--- src/rtl/mem_pckg.sv ---
// Shared definitions for the memory-controller side blocks.
// Read-latency helper and the read-streamer state type.
package mem_pckg;

    typedef enum logic [1:0] {
        IDLE  = 2'd0,
        ISSUE = 2'd1,
        DRAIN = 2'd2
    } rd_strm_state_t;

    // Cycles from rd_en to data_out: input stages + BRAM read + output stages.
    function automatic int rd_latency(input int pipe_in, input int pipe_out);
        return pipe_in + pipe_out + 1;
    endfunction

endpackage

--- src/rtl/mem_rd_fifo.sv ---
// Shift-register return buffer: the head entry is always slot 0, so the
// outputs come straight from flops and stay put while nothing is popped.
module mem_rd_fifo #(
    parameter int DEPTH = 4,
    parameter int WDT   = 33
) (
    input  logic                         clk,
    input  logic                         rst_n,
    input  logic                         push,
    input  logic [WDT-1:0]               din,
    input  logic                         pop,
    output logic [WDT-1:0]               dout,
    output logic                         dout_vld,
    output logic [$clog2(DEPTH+1)-1:0]   count
);

    localparam int CNT_W = $clog2(DEPTH+1);

    logic [WDT-1:0]   mem [DEPTH];
    logic [DEPTH-1:0] vld;
    logic             do_pop;
    logic [CNT_W-1:0] wr_idx;

    assign do_pop   = pop & vld[0];
    // A simultaneous pop shifts everything down, so the free slot is one lower.
    assign wr_idx   = do_pop ? count - CNT_W'(1) : count;
    assign dout     = mem[0];
    assign dout_vld = vld[0];

    always_ff @(posedge clk or negedge rst_n) begin
        if (!rst_n) begin
            for (int i = 0; i < DEPTH; i++) mem[i] <= '0;
            vld   <= '0;
            count <= '0;
        end else begin
            if (do_pop) begin
                for (int i = 0; i < DEPTH-1; i++) begin
                    mem[i] <= mem[i+1];
                    vld[i] <= vld[i+1];
                end
                vld[DEPTH-1] <= 1'b0;
            end
            if (push) begin
                for (int i = 0; i < DEPTH; i++) begin
                    if (CNT_W'(i) == wr_idx) begin
                        mem[i] <= din;
                        vld[i] <= 1'b1;
                    end
                end
            end
            case ({push, do_pop})
                2'b10:   count <= count + CNT_W'(1);
                2'b01:   count <= count - CNT_W'(1);
                default: count <= count;
            endcase
        end
    end

    a_no_overflow: assert property (@(posedge clk) disable iff (!rst_n)
        !(push && count == CNT_W'(DEPTH)));

endmodule

--- src/rtl/mem_rd_streamer.sv ---
// Read-side streamer: issues base..base+len-1 reads under a credit limit,
// tracks the fixed memory latency and buffers returns into a valid/ready stream.
module mem_rd_streamer
    import mem_pckg::*;
#(
    parameter int RD_ADDR_WDT  = 10,
    parameter int DATA_OUT_WDT = 32,
    parameter int PIPE_IN_CNT  = 1,
    parameter int PIPE_OUT_CNT = 1,
    parameter int FIFO_DEPTH   = PIPE_IN_CNT + PIPE_OUT_CNT + 2
) (
    input  logic                    clk,
    input  logic                    rst_n,
    input  logic                    cmd_start,
    input  logic [RD_ADDR_WDT-1:0]  cmd_base_addr,
    input  logic [RD_ADDR_WDT:0]    cmd_len,
    output logic                    cmd_ready,
    output logic                    busy,
    output logic [RD_ADDR_WDT-1:0]  rd_addr,
    output logic                    rd_en,
    input  logic [DATA_OUT_WDT-1:0] data_out,
    output logic                    wr_en,
    output logic [DATA_OUT_WDT-1:0] strm_data,
    output logic                    strm_valid,
    input  logic                    strm_ready,
    output logic                    strm_last
);

    // state | meaning
    // IDLE  | waiting for a command, cmd_ready high
    // ISSUE | issuing reads while credit allows
    // DRAIN | all reads issued, streaming the remaining returns

    localparam int LAT   = rd_latency(PIPE_IN_CNT, PIPE_OUT_CNT);
    localparam int CNT_W = $clog2(FIFO_DEPTH+1);
    localparam int SUM_W = CNT_W + 2;
    localparam int LEN_W = RD_ADDR_WDT + 1;

    rd_strm_state_t         state;
    logic [LEN_W-1:0]       rem;
    logic [LEN_W-1:0]       rem_after;
    logic [LAT-1:0]         vsr;
    logic [LAT-1:0]         lsr;
    logic [CNT_W-1:0]       inflight;
    logic [CNT_W-1:0]       fifo_cnt;
    logic [DATA_OUT_WDT:0]  fifo_dout;
    logic                   fifo_vld;
    logic                   push;
    logic                   pop;
    logic                   issue_last;
    logic [SUM_W-1:0]       sum_next;
    logic                   credit_ok;

    assign wr_en      = 1'b0;
    assign push       = vsr[LAT-1];
    assign pop        = fifo_vld & strm_ready;
    assign strm_valid = fifo_vld;
    assign strm_data  = fifo_dout[DATA_OUT_WDT-1:0];
    assign strm_last  = fifo_vld & fifo_dout[DATA_OUT_WDT];
    assign issue_last = rd_en & (rem == LEN_W'(1));
    assign rem_after  = rem - LEN_W'(rd_en);

    // rd_en is registered, so credit is judged on next cycle's occupancy:
    // the read going out now counts, a pop happening now frees a slot.
    assign sum_next  = SUM_W'(inflight) + SUM_W'(fifo_cnt) + SUM_W'(rd_en);
    assign credit_ok = sum_next < (SUM_W'(FIFO_DEPTH) + SUM_W'(pop));

    always_ff @(posedge clk or negedge rst_n) begin
        if (!rst_n) begin
            state     <= IDLE;
            cmd_ready <= 1'b1;
            busy      <= 1'b0;
            rd_en     <= 1'b0;
            rd_addr   <= '0;
            rem       <= '0;
            vsr       <= '0;
            lsr       <= '0;
            inflight  <= '0;
        end else begin
            vsr[0] <= rd_en;
            lsr[0] <= issue_last;
            for (int i = 1; i < LAT; i++) begin
                vsr[i] <= vsr[i-1];
                lsr[i] <= lsr[i-1];
            end

            case ({rd_en, push})
                2'b10:   inflight <= inflight + CNT_W'(1);
                2'b01:   inflight <= inflight - CNT_W'(1);
                default: inflight <= inflight;
            endcase

            if (rd_en) begin
                rd_addr <= rd_addr + RD_ADDR_WDT'(1);
                rem     <= rem_after;
            end

            case (state)
                IDLE: begin
                    rd_en <= 1'b0;
                    if (cmd_start && cmd_len != '0) begin
                        state     <= ISSUE;
                        cmd_ready <= 1'b0;
                        busy      <= 1'b1;
                        rd_addr   <= cmd_base_addr;
                        rem       <= cmd_len;
                        rd_en     <= 1'b1;
                    end
                end
                ISSUE: begin
                    rd_en <= (rem_after != '0) && credit_ok;
                    if (issue_last) state <= DRAIN;
                end
                DRAIN: begin
                    rd_en <= 1'b0;
                    if (pop && strm_last) begin
                        state     <= IDLE;
                        cmd_ready <= 1'b1;
                        busy      <= 1'b0;
                    end
                end
                default: begin
                    state     <= IDLE;
                    cmd_ready <= 1'b1;
                    busy      <= 1'b0;
                    rd_en     <= 1'b0;
                end
            endcase
        end
    end

    mem_rd_fifo #(
        .DEPTH (FIFO_DEPTH),
        .WDT   (DATA_OUT_WDT + 1)
    ) u_fifo (
        .clk      (clk),
        .rst_n    (rst_n),
        .push     (push),
        .din      ({lsr[LAT-1], data_out}),
        .pop      (pop),
        .dout     (fifo_dout),
        .dout_vld (fifo_vld),
        .count    (fifo_cnt)
    );

endmodule

--- config.mk ---
export PLATFORM = sky130hd
export DESIGN_NAME = mem_rd_streamer
export DESIGN_NICKNAME = d
export VERILOG_FILES = /design/src/rtl/mem_pckg.sv /design/src/rtl/mem_rd_fifo.sv /design/src/rtl/mem_rd_streamer.sv
export SDC_FILE = /design/constraint.sdc
export NUM_CORES = 1
export LEC_CHECK = 0
export ABC_AREA = 1
export CAP_MARGIN = 25
export CORE_AREA = 3 3 152 154
export DETAILED_ROUTE_END_ITERATION = 12
export DIE_AREA = 0 0 155 157
export PLACE_DENSITY_LB_ADDON = 0.05
export SYNTH_ARGS = -nofsm -noshare
export SYNTH_HDL_FRONTEND = slang
export SYNTH_SLANG_ARGS = --single-unit
export TNS_END_PERCENT = 5
--- constraint.sdc ---
create_clock -name clk -period 2.51 [get_ports clk]
set_input_delay 0.502 -clock clk [delete_from_list [all_inputs] [get_ports clk]]
set_output_delay 0.502 -clock clk [all_outputs]
set_load 0.05 [all_outputs]
==> flow_summary.yaml <==
cts:
  ctsHoldBuffers: 0
  clk_pin_slew_ns: 0.07
  cts_tree: "built"
  cts.sinks: 174
  clockBufferDepth: 2
  cts_setup_buffers: 0
  htreeDepth: 4
  insertion_delay_ns: 0.42
  cts_made_buffers: 17
  root_buffer: "clkbuf_16"
  cts_resized: 0
timing:
  slew_violations: 0
  maxSlewHeadroom: 0.6047
  setup-violations-final: 0
  period_share: 0.9459
  finClkSkew_ns: 0.006970
  final.setup.tns_ns: 0
  hold_viol_final: 0
  clock.fmax_ghz: 0.4212
  fin_ws_ns: 0.1357
  holdWs_ns: 0.05828
  worstMarginPinSlew_ns: 0.5929
  rsz0062_at_grt: "no"
  period_needed_ns: 2.374
placement:
  io_buffers: 103
  gp_routability_congestion: 0.7785
  hpwl_um: 12340
  dp_slack_ns: 0.2197
cells_and_area:
  nets: 1143
  antenna_cells: 0
  layout_common_cells: "296 x nand2_1, 173 x dfrtp_1, 131 x nor2_1, 102 x clkdlybuf4s50_1, 75 x inv_1"
  fin_util: 0.4748
  syn_to_final_growth_pct: 19.84
  drive_gt1_frac: 0.08848
  layout_commonest_cell: "nand2_1"
grt:
  grt_usage: 0.1671
  grt_overflow: 0
  grt_max_degree: 79
  grt_pass1_wl_um: 33150
  grt_pass1_vias: 6562
  antenna_found_initial: 1
setup_path:
  slowest_delay_ns: 0.88
  cp_top_family: "buffers and inverters"
  crit_fanout: 11
  timing_worst_setup_path_type: "flop to primary output"
  cp.required_ns: 2.01
  crit_arrival_ns: 1.87
  crit_path_cell_trace: "clkdlybuf4s50_1"
  crit_path_end_kind: "primary output"
  critPathBufInv: 1
  critPathLaunchType: "flop"
  cpMaxStageDelayCell: "clkdlybuf4s50_1"
run_status:
  run_status: "finished, final reports clean"
synth:
  yosysSeqAreaShare: 0.5037
  yosys_warnings: 0
  synth-seq-cells: 174
  synth_cell_types: 37
  synthCells: 1016
  syn-cell-area_sq_um: 8647
  syn_nets: 1086
  avgSynthCellArea_sq_um: 8.511
routing:
  vias_per_cell: 4.856
  wl_per_cell_um: 13.99
  firstDrtPassIters: 5
  drc_errors: 0
  drtIter0Drc: 325
  dr_total_vias: 6628
  drtAntennaViolNets: 0
  routed_wl_um: 19090
power:
  vdd_drop_max_mv: 0.5842
  p_leak_uw: 0.004755
  power.total_uw: 13950
  powerDensity_nw_per_um2: 1346
floorplanning:
  start_util: 0.3962
  die-area_sq_um: 24340
  die-height_um: 157
  core_area_sq_um: 21820
  num_io_pins: 105
  die_x_um: 155
  num_rows: 54
worst_hold_path:
  worstHoldPathType: "primary input to asynchronous set/reset pin"
job:
  max_cap_violations: 0
-- final cells by class --
| class | instances | area (sq um) |
|---|---|---|
| tap | 280 | 350.3 |
| inverter | 80 | 301.5 |
| fill | 2113 | 11460 |
| clock buffer | 22 | 464.2 |
| timing repair buffer | 127 | 1363 |
| sequential | 174 | 4355 |
| multi-input combinational | 673 | 3416 |
| clock inverter | 9 | 112.6 |
-- synthesized netlist by cell type, drive strengths merged --
| library cell | n | area, sq um |
|---|---|---|
| nand2 | 297 | 1122 |
| o21ai | 65 | 329.1 |
| nand4 | 4 | 25.02 |
| fa | 3 | 60.06 |
| o31ai | 1 | 7.510 |
| a21oi | 11 | 55.05 |
| dfrtp | 173 | 4329 |
| inv | 79 | 296.5 |
| xor2 | 8 | 77.58 |
| mux2i | 2 | 32.53 |
| nand3 | 19 | 115.1 |
| clkinv | 1 | 3.750 |
| ha | 10 | 125.1 |
| nor3 | 3 | 15.01 |
| o21a | 1 | 7.510 |
| o22ai | 3 | 18.77 |
| nand3b | 1 | 7.510 |
| xnor2 | 8 | 70.07 |
| buf | 63 | 485.5 |
| and3b | 1 | 8.760 |
| conb | 1 | 3.750 |
| nor2 | 132 | 498.0 |
| clkbuf | 26 | 97.59 |
| o211ai | 3 | 22.52 |
| a31oi | 100 | 807.0 |
| dfstp | 1 | 26.28 |
-- sequential cells by signal, summed over array words and instances, names as in the netlist --
name          cells
u_fifo.mem       99
u_fifo.dout      33
rem              11
rd_addr          10
u_fifo.vld        4
inflight          3
lsr               3
u_fifo.count      3
vsr               3
state             2
busy              1
cmd_ready         1
rd_en             1
-- cells by family (layout without fill, tap and decap cells) --
kind of cell | after synthesis | after routing | share of synthesized area
AO/OA/AOI/OAI | 184 | 184 | 0.1443
XOR/XNOR | 16 | 16 | 0.01708
adder cells (fa/ha/maj) | 13 | 13 | 0.02142
buffers and inverters | 169 | 238 | 0.1022
flip-flops | 174 | 174 | 0.5037
multiplexers | 2 | 2 | 0.003762
other | 1 | 1 | 0.0004337
AND/OR/NAND/NOR | 457 | 457 | 0.2072
-- worst reg2reg max path, cell delays in order, from the launching register on --
cell and delay [ns]:
dfrtp_1 0.57, inv_2 0.09, fa_1 0.42, inv_1 0.10
fa_1 0.40, nand3b_1 0.17, a21oi_1 0.17, nand2_1 0.07
nand2_1 0.05
-- per-layer routing --
layer  wire length [um]  global-route usage
met2               8580              0.2642
met3               1047             0.04152
met5                 11                   0
met1               9293              0.2297
met4                159             0.04794
-- through the flow --
stage / std cells / instance area, sq um
detailed placement: 1334 / 9786
floorplan: 1016 / 8647
global route: 1365 / 10360
CTS: 1365 / 10360
finish: 1365 / 10360
global placement: 1334 / 9786
-- path summary, 6_finish.rpt --
kind,start,to,slack (ns),cells after the start
setup / recovery,rd_en,rd_en,0.14,1
hold / removal,rst_n,u_fifo.mem[62],0.06,1
setup reg to reg,rd_en,rd_en,0.42,8
hold reg to reg,lsr[0],lsr[1],0.35,0
max in group asynchronous,rst_n,u_fifo.count[0],1.76,2
min in group clk,lsr[0],lsr[1],0.35,0
-- where the power goes --
part | total, uW | leakage, uW | switching, uW | internal, uW
sequential | 5000 | 0.00212 | 829 | 4170
clock | 2600 | 0.000280 | 1080 | 1520
combinational | 6350 | 0.00236 | 3860 | 2490
total | 13900 | 0.00475 | 5770 | 8180
No activity file was read; power rests on OpenSTA's default activity.
